File: config.mk
export PLATFORM = sky130hd
export DESIGN_NAME = elevator_car_controller_flat
export DESIGN_NICKNAME = d
export VERILOG_FILES = /design/src/rtl/elevator_pkg.sv /design/src/rtl/elevator_car_controller_if.sv /design/src/rtl/elevator_direction_resolver.sv /design/src/rtl/elevator_car_controller.sv /design/src/flat_wrapper.sv
export SDC_FILE = /design/constraint.sdc
export NUM_CORES = 1
export LEC_CHECK = 0
export ABC_AREA = 1
export CAP_MARGIN = 20
export CORE_MARGIN = 1
export CORE_UTILIZATION = 55
export DETAILED_ROUTE_END_ITERATION = 6
export GPL_TIMING_DRIVEN = 0
export PLACE_DENSITY = 0.79
export SYNTH_ARGS = -nofsm -noshare
export SYNTH_HDL_FRONTEND = slang
export SYNTH_SLANG_ARGS = --single-unit
File: constraint.sdc
create_clock -name clk -period 4.4 [get_ports clk]
set_input_delay 0.88 -clock clk [delete_from_list [all_inputs] [get_ports clk]]
set_output_delay 0.88 -clock clk [all_outputs]
set_load 0.01 [all_outputs]
File: src/rtl/elevator_pkg.sv
// Shared types and constants for the elevator car controller slice.
package elevator_pkg;

   localparam int unsigned NUM_FLOORS = 7;

   typedef logic [2:0] floor_t;
   typedef logic [6:0] queue_t;

   typedef enum logic [1:0] {IDLE, DECIDE, MOVE, DOOR_OPEN} ctrl_state_t;

   // One-hot queue mask for a floor; the invalid floor 7 maps to no bit.
   function automatic queue_t floor_mask(floor_t f);
      floor_mask = '0;
      if (32'(f) < NUM_FLOORS) floor_mask = queue_t'(1) << f;
   endfunction

endpackage

File: src/rtl/elevator_car_controller_if.sv
// Call front-end and actuator signals of one elevator car.
interface elevator_car_controller_if;
   import elevator_pkg::*;

   logic   call_valid;
   floor_t call_floor;
   logic   call_ready;
   logic   call_err;
   queue_t queue_status;
   floor_t current_floor;
   logic   up_ndown;
   logic   motor_up;
   logic   motor_down;
   logic   door_open;
   logic   arrived;

   modport master (
      output call_valid, call_floor,
      input  call_ready, call_err, queue_status, current_floor, up_ndown,
             motor_up, motor_down, door_open, arrived
   );

   modport slave (
      input  call_valid, call_floor,
      output call_ready, call_err, queue_status, current_floor, up_ndown,
             motor_up, motor_down, door_open, arrived
   );

endinterface

File: src/rtl/elevator_direction_resolver.sv
// Combinational travel-direction choice: keep going while stops remain ahead.
module elevator_direction_resolver
   import elevator_pkg::*;
(
   input  queue_t queue_i,
   input  floor_t floor_i,
   input  logic   up_ndown_i,
   output logic   next_up_ndown_o,
   output logic   queue_empty_o
);

   logic any_above;
   logic any_below;

   always_comb begin
      any_above = 1'b0;
      any_below = 1'b0;
      for (int unsigned i = 0; i < NUM_FLOORS; i++) begin
         if (queue_i[i] && (i > 32'(floor_i))) any_above = 1'b1;
         if (queue_i[i] && (i < 32'(floor_i))) any_below = 1'b1;
      end
   end

   assign next_up_ndown_o = any_above && (up_ndown_i || !any_below);
   assign queue_empty_o   = (queue_i == '0);

endmodule

File: src/rtl/elevator_car_controller.sv
// Elevator car sequencer: queues calls, moves one floor at a time, times the door.
module elevator_car_controller
   import elevator_pkg::*;
#(
   parameter int unsigned NUM_FLOORS    = 7,
   parameter int unsigned TRAVEL_CYCLES = 8,
   parameter int unsigned DOOR_CYCLES   = 16
) (
   input  logic                       clk,
   input  logic                       rst,
   elevator_car_controller_if.slave   bus
);

   localparam int unsigned CntMax = (TRAVEL_CYCLES > DOOR_CYCLES) ? TRAVEL_CYCLES : DOOR_CYCLES;
   localparam int unsigned CntW   = (CntMax > 2) ? $clog2(CntMax) : 1;
   localparam logic [CntW-1:0] TravelLoad = CntW'(TRAVEL_CYCLES - 1);
   localparam logic [CntW-1:0] DoorLoad   = CntW'(DOOR_CYCLES - 1);
   localparam floor_t TopFloor = floor_t'(NUM_FLOORS - 1);

   ctrl_state_t     state_q, state_d;
   queue_t          queue_q, queue_d;
   floor_t          floor_q, floor_d;
   logic            dir_q, dir_d;
   logic [CntW-1:0] cnt_q, cnt_d;
   logic            arrived_q, arrived_d;
   logic            call_err_q, call_err_d;
   logic            door_q;

   logic   res_up;
   logic   res_empty;
   logic   call_here;
   floor_t next_floor;

   elevator_direction_resolver u_resolver (
      .queue_i         (queue_q),
      .floor_i         (floor_q),
      .up_ndown_i      (dir_q),
      .next_up_ndown_o (res_up),
      .queue_empty_o   (res_empty)
   );

   always_ff @(posedge clk or posedge rst) begin
      if (rst) begin
         state_q    <= IDLE;
         queue_q    <= '0;
         floor_q    <= '0;
         dir_q      <= 1'b1;
         cnt_q      <= '0;
         arrived_q  <= 1'b0;
         call_err_q <= 1'b0;
         door_q     <= 1'b0;
      end else begin
         state_q    <= state_d;
         queue_q    <= queue_d;
         floor_q    <= floor_d;
         dir_q      <= dir_d;
         cnt_q      <= cnt_d;
         arrived_q  <= arrived_d;
         call_err_q <= call_err_d;
         door_q     <= (state_d == DOOR_OPEN);
      end
   end

   always_comb begin
      state_d    = state_q;
      queue_d    = queue_q;
      floor_d    = floor_q;
      dir_d      = dir_q;
      cnt_d      = cnt_q;
      arrived_d  = 1'b0;
      call_err_d = bus.call_valid && (bus.call_floor == floor_t'(7));
      call_here  = bus.call_valid && (bus.call_floor == floor_q);
      next_floor = dir_q ? floor_q + floor_t'(1) : floor_q - floor_t'(1);

      // A stopped car answers a call for its own floor with the door, not a queued stop.
      if (bus.call_valid && !(call_here && state_q != MOVE)) begin
         queue_d = queue_q | floor_mask(bus.call_floor);
      end

      unique case (state_q)
         IDLE: begin
            if (call_here) begin
               state_d = DOOR_OPEN;
               cnt_d   = DoorLoad;
            end else if (queue_q != '0) begin
               state_d = DECIDE;
            end
         end
         DECIDE: begin
            dir_d = res_up;
            if (call_here) begin
               state_d = DOOR_OPEN;
               cnt_d   = DoorLoad;
            end else if (res_empty) begin
               state_d = IDLE;
            end else begin
               state_d = MOVE;
               cnt_d   = TravelLoad;
            end
         end
         MOVE: begin
            if ((dir_q && floor_q == TopFloor) || (!dir_q && floor_q == '0)) begin
               state_d = DECIDE;
            end else if (cnt_q == '0) begin
               floor_d = next_floor;
               if ((queue_d & floor_mask(next_floor)) != '0) begin
                  queue_d   = queue_d & ~floor_mask(next_floor);
                  arrived_d = 1'b1;
                  cnt_d     = DoorLoad;
                  state_d   = DOOR_OPEN;
               end else begin
                  cnt_d = TravelLoad;
               end
            end else begin
               cnt_d = cnt_q - 1'b1;
            end
         end
         DOOR_OPEN: begin
            if (call_here) begin
               cnt_d = DoorLoad;
            end else if (cnt_q == '0) begin
               state_d = DECIDE;
            end else begin
               cnt_d = cnt_q - 1'b1;
            end
         end
         default: state_d = IDLE;
      endcase
   end

   always_comb begin
      bus.call_ready    = !rst;
      bus.call_err      = call_err_q;
      bus.queue_status  = queue_q;
      bus.current_floor = floor_q;
      bus.up_ndown      = dir_q;
      bus.motor_up      = (state_q == MOVE) && dir_q;
      bus.motor_down    = (state_q == MOVE) && !dir_q;
      bus.door_open     = door_q;
      bus.arrived       = arrived_q;
   end

endmodule

File: src/flat_wrapper.sv
// flat-port wrapper written by rule: the top's interface ports become plain ports
module elevator_car_controller_flat import elevator_pkg::*;
#(
   parameter int unsigned NUM_FLOORS    = 7,
   parameter int unsigned TRAVEL_CYCLES = 8,
   parameter int unsigned DOOR_CYCLES   = 16
)
  (clk, rst, bus_call_valid, bus_call_floor, bus_call_ready, bus_call_err, bus_queue_status, bus_current_floor, bus_up_ndown, bus_motor_up, bus_motor_down, bus_door_open, bus_arrived);
  elevator_car_controller_if bus_i ();
  input  logic clk;
  input  logic rst;
  input wire logic [$bits(bus_i.call_valid)-1:0] bus_call_valid;
  input wire logic [$bits(bus_i.call_floor)-1:0] bus_call_floor;
  output wire logic [$bits(bus_i.call_ready)-1:0] bus_call_ready;
  output wire logic [$bits(bus_i.call_err)-1:0] bus_call_err;
  output wire logic [$bits(bus_i.queue_status)-1:0] bus_queue_status;
  output wire logic [$bits(bus_i.current_floor)-1:0] bus_current_floor;
  output wire logic [$bits(bus_i.up_ndown)-1:0] bus_up_ndown;
  output wire logic [$bits(bus_i.motor_up)-1:0] bus_motor_up;
  output wire logic [$bits(bus_i.motor_down)-1:0] bus_motor_down;
  output wire logic [$bits(bus_i.door_open)-1:0] bus_door_open;
  output wire logic [$bits(bus_i.arrived)-1:0] bus_arrived;
  assign bus_i.call_valid = bus_call_valid;
  assign bus_i.call_floor = bus_call_floor;
  assign bus_call_ready = bus_i.call_ready;
  assign bus_call_err = bus_i.call_err;
  assign bus_queue_status = bus_i.queue_status;
  assign bus_current_floor = bus_i.current_floor;
  assign bus_up_ndown = bus_i.up_ndown;
  assign bus_motor_up = bus_i.motor_up;
  assign bus_motor_down = bus_i.motor_down;
  assign bus_door_open = bus_i.door_open;
  assign bus_arrived = bus_i.arrived;
  elevator_car_controller #(.NUM_FLOORS(NUM_FLOORS), .TRAVEL_CYCLES(TRAVEL_CYCLES), .DOOR_CYCLES(DOOR_CYCLES)) u_core (.clk(clk), .rst(rst), .bus(bus_i));
endmodule
### Word-level counts from Yosys, hierarchy flattened

Cells that the tools add are included.

| word-level totals | value |
|---|---|
| memories kept | 0 |
| output and inout port bits | 17 |
| bits in latches | 0 |
| flip-flop bits (word level) | 20 |
| input port bits | 6 |
| memory bits (writable) | 0 |
| memory bits (read-only) | 0 |
| logic and storage cells | 133 |

| cells by class | value |
|---|---|
| div/mod/pow operators | 0 |
| magnitude comparators | 15 |
| equality and inequality tests | 12 |
| reductions and logical operators | 36 |
| shift operators | 2 |
| multiplexer cells | 52 |
| multiply operators | 0 |
| bitwise logic cells | 5 |
| add/sub/neg operators | 3 |

Operators with widths:

| operator | count |
|---|---|
| 7-bit two-way mux | 15 |
| 4-bit two-way mux | 8 |
| 1-bit logical AND | 22 |
| 2-bit two-way mux | 9 |
| 1-bit two-way mux | 17 |
| 4-bit case mux with 4 select lines | 1 |
| 7-bit bitwise AND | 2 |
| 7-bit nonzero test | 2 |
| 1-bit by 3-bit left shift with 7-bit output, first input constant | 2 |
| 3-bit > comparator, first input constant | 3 |
| 3-bit < comparator, first input constant | 3 |
| 2-bit case mux with 4 select lines | 1 |
| 7-bit logical NOT | 1 |
| 7-bit NOT | 1 |
| 7-bit bitwise OR | 1 |
| 2-bit == test, second input constant | 3 |
| 3-bit == test, second input constant | 2 |
| 2-bit by 3-bit > comparator with 1-bit output, first input constant | 2 |
| 1-bit by 3-bit < comparator with 1-bit output, first input constant | 2 |
| 2-bit by 3-bit < comparator with 1-bit output, first input constant | 2 |
| 3-bit < comparator, second input constant | 2 |
| 1-bit logical NOT | 4 |
| 4-bit logical NOT | 1 |
| 2-bit inequality test, second input constant | 2 |
| 16 further kinds | 17 |

### Logic depth before layout (Yosys ltp)

Gate-level depths: netlist of run 1.

| depth | value |
|---|---|
| depth after elaboration | 20 |
| gate-level depth with buffers | 17 |
| mapped depth without buffers | 16 |

### Modules after synthesis

From an unflattened synthesis of run 1, not the netlist that was laid out.

| unflattened totals | value |
|---|---|
| cells, all modules | 235 |
| area, all modules | 1570.3 um^2 |

By module, submodules not included:

| module | times used | area an instance (um^2) | seq. area each (um^2) | cells each |
|---|---|---|---|---|
| elevator_car_controller | 1 | 1420.1 | 501.7 | 198 |
| elevator_direction_resolver | 1 | 150.1 | 0.0 | 37 |

### Worst setup path after synthesis of run 1

OpenSTA, ideal clock, no wires.

| timing | value |
|---|---|
| path kind | input -> output |
| start | input rst |
| end | output bus_call_ready |
| path slack | 2.162 ns |
| cell stages on the path | 1 |
| required time | 3.520 ns |
| path buffers | 0 |
| data arrival time | 1.358 ns |
| cells stage by stage | inv_1 |

| on the way | value |
|---|---|
| word-level cells in the longest chain between the ends | 1 |

Ends and longest elaborated chain:

| item | RTL line | RTL |
|---|---|---|
| start, declared | flat_wrapper.sv:11 | `input logic rst;` |
| 1-bit logical NOT (no line) | n/a |  |
| end, declared | flat_wrapper.sv:14 | `output wire logic [$bits(bus_i.call_ready)-1:0] bus_call_ready;` |

No other way between the ends.

### Worst setup path after layout of run 1

Same ends and word-level chain as after synthesis.

==> results of run 1 <==
## kinds of logic after synthesis
logic type	Yosys count
AOI/OAI and AO/OA	27
adders and majority gates	6
buffers and inverters	41
and+or+nand+nor	122
DFF	20
xor gates and xnor gates	3
## path summary, 6_finish.rpt
path / endpoint / cells after the start / startpoint / slack (ps)
max in group asynchronous: u_core.cnt_q[2] / 2 / rst / 2900
hold / removal: u_core.cnt_q[0] / 3 / u_core.cnt_q[0] / 600
hold reg to reg: u_core.cnt_q[0] / 3 / u_core.cnt_q[0] / 600
setup reg to reg: u_core.bus.queue_status[3] / 15 / u_core.bus.current_floor[0] / 1950
min in group asynchronous: u_core.bus.queue_status[5] / 2 / rst / 1010
setup / recovery: bus_call_ready / 3 / rst / 980
## metrics by stage
step           std cells  total power (µW)
6_report             275              1050
5_1_grt              275              1130
4_1_cts              275              1050
3_5_place_dp         271               890
3_3_place_gp         271               864
2_1_floorplan        219               701
## flip-flops by register name, indices dropped and copies added (netlist names)
| signal | count |
|---|---|
| u_core.bus.arrived | 1 |
| u_core.bus.up_ndown | 1 |
| u_core.bus.door_open | 1 |
| u_core.bus.queue_status | 7 |
| u_core.state_q | 2 |
| u_core.bus.current_floor | 3 |
| u_core.bus.call_err | 1 |
| u_core.cnt_q | 4 |
## layout make-up
class                           instances  share of cell area (%)
Timing Repair Buffer                   22                    12.3
Buffer                                  1                   0.418
Clock inverter                          1                    1.67
Inverter                               40                    8.51
Clock buffer                            3                    1.26
Sequential cell                        20                    28.0
Tap cell                               30                    2.09
Multi-Input combinational cell        158                    45.8
## per-layer routing
layer / routed length (µm) / part of all wire [%] / global-route usage, %
met2: 1810 / 48 / 47.9
met5: 0 / 0 / 0
met1: 1660 / 44 / 38.8
met3: 245 / 6.5 / 4.80
met4: 42 / 1.1 / 9.65
## power breakdown
part / internal [µW] / switching [µW] / total (µW)
logic: 228 / 373 / 601
registers: 239 / 51.0 / 290
clock network: 92.1 / 63.0 / 155
total: 559 / 487 / 1050
## cell usage after synthesis (all sizes together) (2+ instances only)
| cell type | n |
|---|---|
| xor2 | 3 |
| a31oi | 2 |
| dfrtp | 19 |
| nor2 | 40 |
| nor3 | 5 |
| inv | 39 |
| a21oi | 7 |
| nand3 | 16 |
| ha | 6 |
| o21ai | 9 |
| nand2 | 60 |
## worst max-delay path, stage by stage
cell	delay (ps)
clkdlybuf4s50_1	390
inv_1	590
clkdlybuf4s50_1	670
==> impl_results.md, run 1 <==
* Outcome: finished, final reports clean
* CTS max path bufs at 2
* DIE HEIGHT at roughly 54 µm
* First-pass GRT wire length at between 6 and 7 mm
* Post-CTS Setup Bufs at 0
* Largest area contributor in the netlist: dfrtp_1
* Chip Width at 53.9 µm
* ANT cells at 0
* Filler cells at 232
* Adder-Cell Fraction of Synth Area at approximately 5%
* Core ar. at between 2000 and 3000 µm²
* Critical Path AT at roughly 2500 ps
* Compound-gate portion of the synthesized area at between 10 and 15%
* WP data required at about 3500 ps
* Io pins at 23
* Syn nets at 231
* # hold bufs at CTS at 0
* Port Buffer Count at 22
* Starting Density at roughly 59%
* Layout cell share with drive strength beyond 1 at a little under an eighth
* CTS Buf Count at 3
* Mapped Area at 1480 µm²
* Largest net degree at the start of global routing at 22
* Prevailing post-synth register cell: dfrtp_1
* Biggest fanout along the worst timing path at 21
* Worst hold path type: reg2reg
* Dpl ws at approximately 920 ps
* Slack of the critical path at approximately 980 ps
* Post-DP HPWL at 2.86 mm
* Slew @ Worst Pin at 802 ps
* Clk sink count at 20
* CP endpoint kind: output pin
* Clk slew on worst S/H paths at 120 ps
* Unrepaired setup endpoints after global routing: no
* Final instance area at 1790 µm²
* Clock network latency to the later pin of the worst-skew pair at just over 300 ps
* Avg WL per Cell at 13.6 µm
* Placer Congestion at approximately 0.96
* Maxcap violations at 0
* Cell variety after synth at 33
* LEAKAGE at between 0.0008 and 0.0009 µW
* Vias in the first global route at 1367
* Cells taking the most area after synthesis: dfrtp_1 32%, nand2_1 14%, nor2_1 9.1%
* Cells after Synth at around 220
* CTS Root Cell: clkbuf_4
* DRC violations left at 0
* H-Tree Depth at 1
* Largest family of logic cells by synthesized area: simple AND/OR/NAND/NOR gates
* Placed inst area at 1740 µm²
* Max-slew violations at 0
* Initial antenna violation count at 0
* Nets@finish at about 260
* Die ar. at approximately 2900 µm²
* Yosys reg bits at 20
* Slew headroom at around 46%
* Hold_ws at about 600 ps
* # resized after CTS at 0
* Synth Area in XOR/XNOR at approximately 3.0%
* Final hold viol count at 0
* Minimum clock period at between 3000 and 4000 ps
* Initial DRC count at 62
* Pwr per Cell Area at slightly below 600 nW/µm²
* Crit path launch type: input pin
* First-pass DRT Iterations at 4
* Simple-Gate Fraction of Synth Area at between 30% and 40%
* Total GRT Usage at between 20% and 30%
* Ys Warns at 0
* Maximum vdd drop at between 400 and 500 µV
* Final WL at between 3 and 4 mm
* # setup viols final at 0
* Reg area at 502 µm²
* Commonest non-fill, non-tap cell in the layout: nand2_1
* Post-synth EDFFs at 0
* CP Class: in2out
* Layout Skew at approximately 2.1 ps
* Final Cycle Share at between 70 and 80%
* Via density at approximately 5.4
* Gr ovfl total at 0
* Post-route ant nets at 0
* Async S/R FF share, synth at 100%
* Mux cell area share after synthesis at 0%
* Post-synthesis sequential area ratio at 33.8%
* Avg Cell Area, Syn at roughly 6.8 µm²
* Most frequent cells in the layout: 54 x nand2_1, 36 x nor2_1, 29 x inv_1, 22 x clkdlybuf4s50_1, 19 x dfrtp_1
* Final Core Density at a little under three quarters
* Area share of the largest cell type after synthesis at 32.0%
* Row count at 18
* Area of the multi-input gates at roughly 820 µm²
* Via count at 1486
* CTS tree: done
* Area grow syn2layout at 20.9%
* Setup TNS at 0 ps
* Max Fclk at 0.293 GHz
(Power assumes the default switching activity.)
==> run 2, diff against run 1 <==
CORE_UTILIZATION = 48   (was 55)
PLACE_DENSITY = 0.73   (was 0.79)
clock period = 3.08 ns   (was 4.4 ns; I/O delays follow)
==> run 2 against run 1 <==
Compared with the run above: final area down 0.84%; the run now ends with design-rule violations left; non-clock buffer count stayed put; first-iteration DRC count grew 21%; sequential cell count stayed put; hold slack lost 43 ps; sequential share of layout area grew 0.24 points; setup slack worse by 800 ps; die area rose by 14%; clock power about the same; cell count grew 0.36%; critical path depth unchanged; global-route usage fell by 6.5 points.
==> impl_results.md, run 2 (same netlist as run 1, synthesis figures left out) <==
* Vias in the first global route at between 1000 and 1500
* # setup viols final at 0
* DRC violations left at 2
* Critical Path AT at approximately 2300 ps
* Row count at 19
* Final hold viol count at 0
* CTS Root Cell: clkbuf_4
* DR top layer: met4
* ANT cells at 0
* CTS max path bufs at 2
* Post-CTS Setup Bufs at 0
* LEAKAGE at 0.000886 µW
* CP Class: in2out
* Pwr per Cell Area at between 700 and 800 nW/µm²
* Core ar. at between 2000 and 3000 µm²
* Max-slew violations at 0
* Chip Width at ~58 µm
* Clk sink count at 20
* Clock network latency to the later pin of the worst-skew pair at around 310 ps
* Critical Path, Cell by Cell: clkdlybuf4s50_1, inv_1, clkdlybuf4s50_1
* Maximum vdd drop at roughly 440 µV
* Via density at between 5 and 6
* Met3 wire length at 157 µm
* Avg WL per Cell at 11.9 µm
* Slew headroom at 46.0%
* Maxcap violations at 0
* Minimum clock period at 2900 ps
* Initial antenna violation count at 0
* Dpl ws at around 120 ps
* CTS Buf Count at 3
* Met1 layer wirelength in the final routing at around 1.6 mm
* Port Buffer Count at 22
* Nets@finish at 258
* DIE HEIGHT at just under 60 µm
* Most frequent cells in the layout: 54 x nand2_1, 36 x nor2_1, 29 x inv_1, 22 x clkdlybuf4s50_1, 19 x dfrtp_1
* Worst path bufs/invs at 3
* First-pass GRT wire length at 5.73 mm
* Starting Density at 52.0%
* CTS tree: done
* WP data required at roughly 2500 ps
* CP max stage delay at 670 ps
* Total GRT Usage at between 20% and 30%
* Max Fclk at 0.345 GHz
* Placer Congestion at around 0.97
* Filler cells at about 280
* First-pass DRT Iterations at 6
* Slowest-stage cell, CP: clkdlybuf4s50_1
* Gr ovfl total at 0
* Outcome: finished with violations
* Power, Total at between 1000 and 1500 µW
* Area grow syn2layout at 19.9%
* CP endpoint kind: output pin
* Die ar. at 3320 µm²
* Unrepaired setup endpoints after global routing: no
* Layout cell share with drive strength beyond 1 at about an eighth
* DR WL met2 at between 1 and 1.5 mm
* Critical path's top delay family: buffers and inverters
* Slack of the critical path at 183 ps
* Clk slew on worst S/H paths at 120 ps
* Setup TNS at 0 ps
* Violated checks: design-rule violations
* Initial DRC count at between 70 and 80
* Worst hold path type: reg2reg
* # resized after CTS at 0
* Post-DP HPWL at roughly 2.5 mm
* H-Tree Depth at 1
* Final Cycle Share at about 94%
* Layout Skew at 11.8 ps
* Commonest non-fill, non-tap cell in the layout: nand2_1
* Number of flip-flops in the largest register at 7
* Slew @ Worst Pin at between 800 and 900 ps
* Crit path launch type: input pin
* Biggest fanout along the worst timing path at 21
* Via count at approximately 1400
* Io pins at 23
* Post-route ant nets at 0
* Largest net degree at the start of global routing at 22
* Final WL at 3.28 mm
* Most used cell, CP: clkdlybuf4s50_1
* # hold bufs at CTS at 0
-- run 2: cell types whose count changed in the layout (fill, tap and decap cells not counted), sizes merged --
cell / before / now
bufinv: 1 / 0
clkbuf: 3 / 4
-- run 2: area by class of cell --
| cell class | count | area, µm² | share of cell area (%) |
|---|---|---|---|
| Multi-Input combinational cell | 158 | 822 | 46.2 |
| Sequential cell | 20 | 502 | 28.2 |
| Timing Repair Buffer | 22 | 220 | 12.4 |
| Inverter | 40 | 153 | 8.58 |
| Tap cell | 31 | 38.8 | 2.18 |
| Clock buffer | 4 | 36.3 | 2.04 |
| Buffer | 1 | 7.51 | 0.422 |
-- run 2: where the power goes --
group / internal [µW] / total [µW] / switching (µW) / leakage, µW
sequential: 342 / 416 / 74.5 / 0.000217
combinational: 324 / 828 / 504 / 0.000649
clock: 72.3 / 156 / 83.4 / 0.0000210
total: 737 / 1400 / 662 / 0.000886
-- run 2: worst reg2reg max path: stages (launching register included) --
cell and delay (ps):
dfrtp_1 590, inv_2 190, ha_1 340, or2_1 240, nand2_2 110, nand2_1 80
nor2_1 160, nand2_1 70, nand2_1 80, nor2_1 50, nand2_2 80, nand2_2 70
nor2_4 170, nand2_1 70, nand2_1 60, inv_1 30
-- run 2: per-stage QoR --
step | hold WS [ps] | cells | instance area, µm² | utilization, %
final | 554 | 276 | 1780 | 62.4
after CTS | 561 | 276 | 1780 | 62.4
after detailed placement | 542 | 272 | 1740 | 61.1
after global routing | 576 | 276 | 1780 | 62.4
after global placement | 534 | 272 | 1740 | 61.1
after floorplan | 509 | 219 | 1480 | -
-- run 2: path summary, 6_finish.rpt --
path / from / endpoint / slack [ps] / cells past startpoint
max: rst / bus_call_ready / 180 / 3
min: u_core.cnt_q[0] / u_core.cnt_q[0] / 550 / 3
max in group asynchronous: rst / u_core.bus.queue_status[5] / 1820 / 2
min in group asynchronous: rst / u_core.cnt_q[3] / 740 / 2
max reg2reg: u_core.bus.current_floor[0] / u_core.bus.queue_status[3] / 600 / 15
min reg2reg: u_core.cnt_q[0] / u_core.cnt_q[0] / 550 / 3
-- run 2: layer usage --
metal / up-vias / global-route usage [%]
met4: 0 / 7.32
met3: 7 / 4.76
met2: 39 / 34.2
li1: 741 / -
met1: 653 / 32.8
met5: - / 0
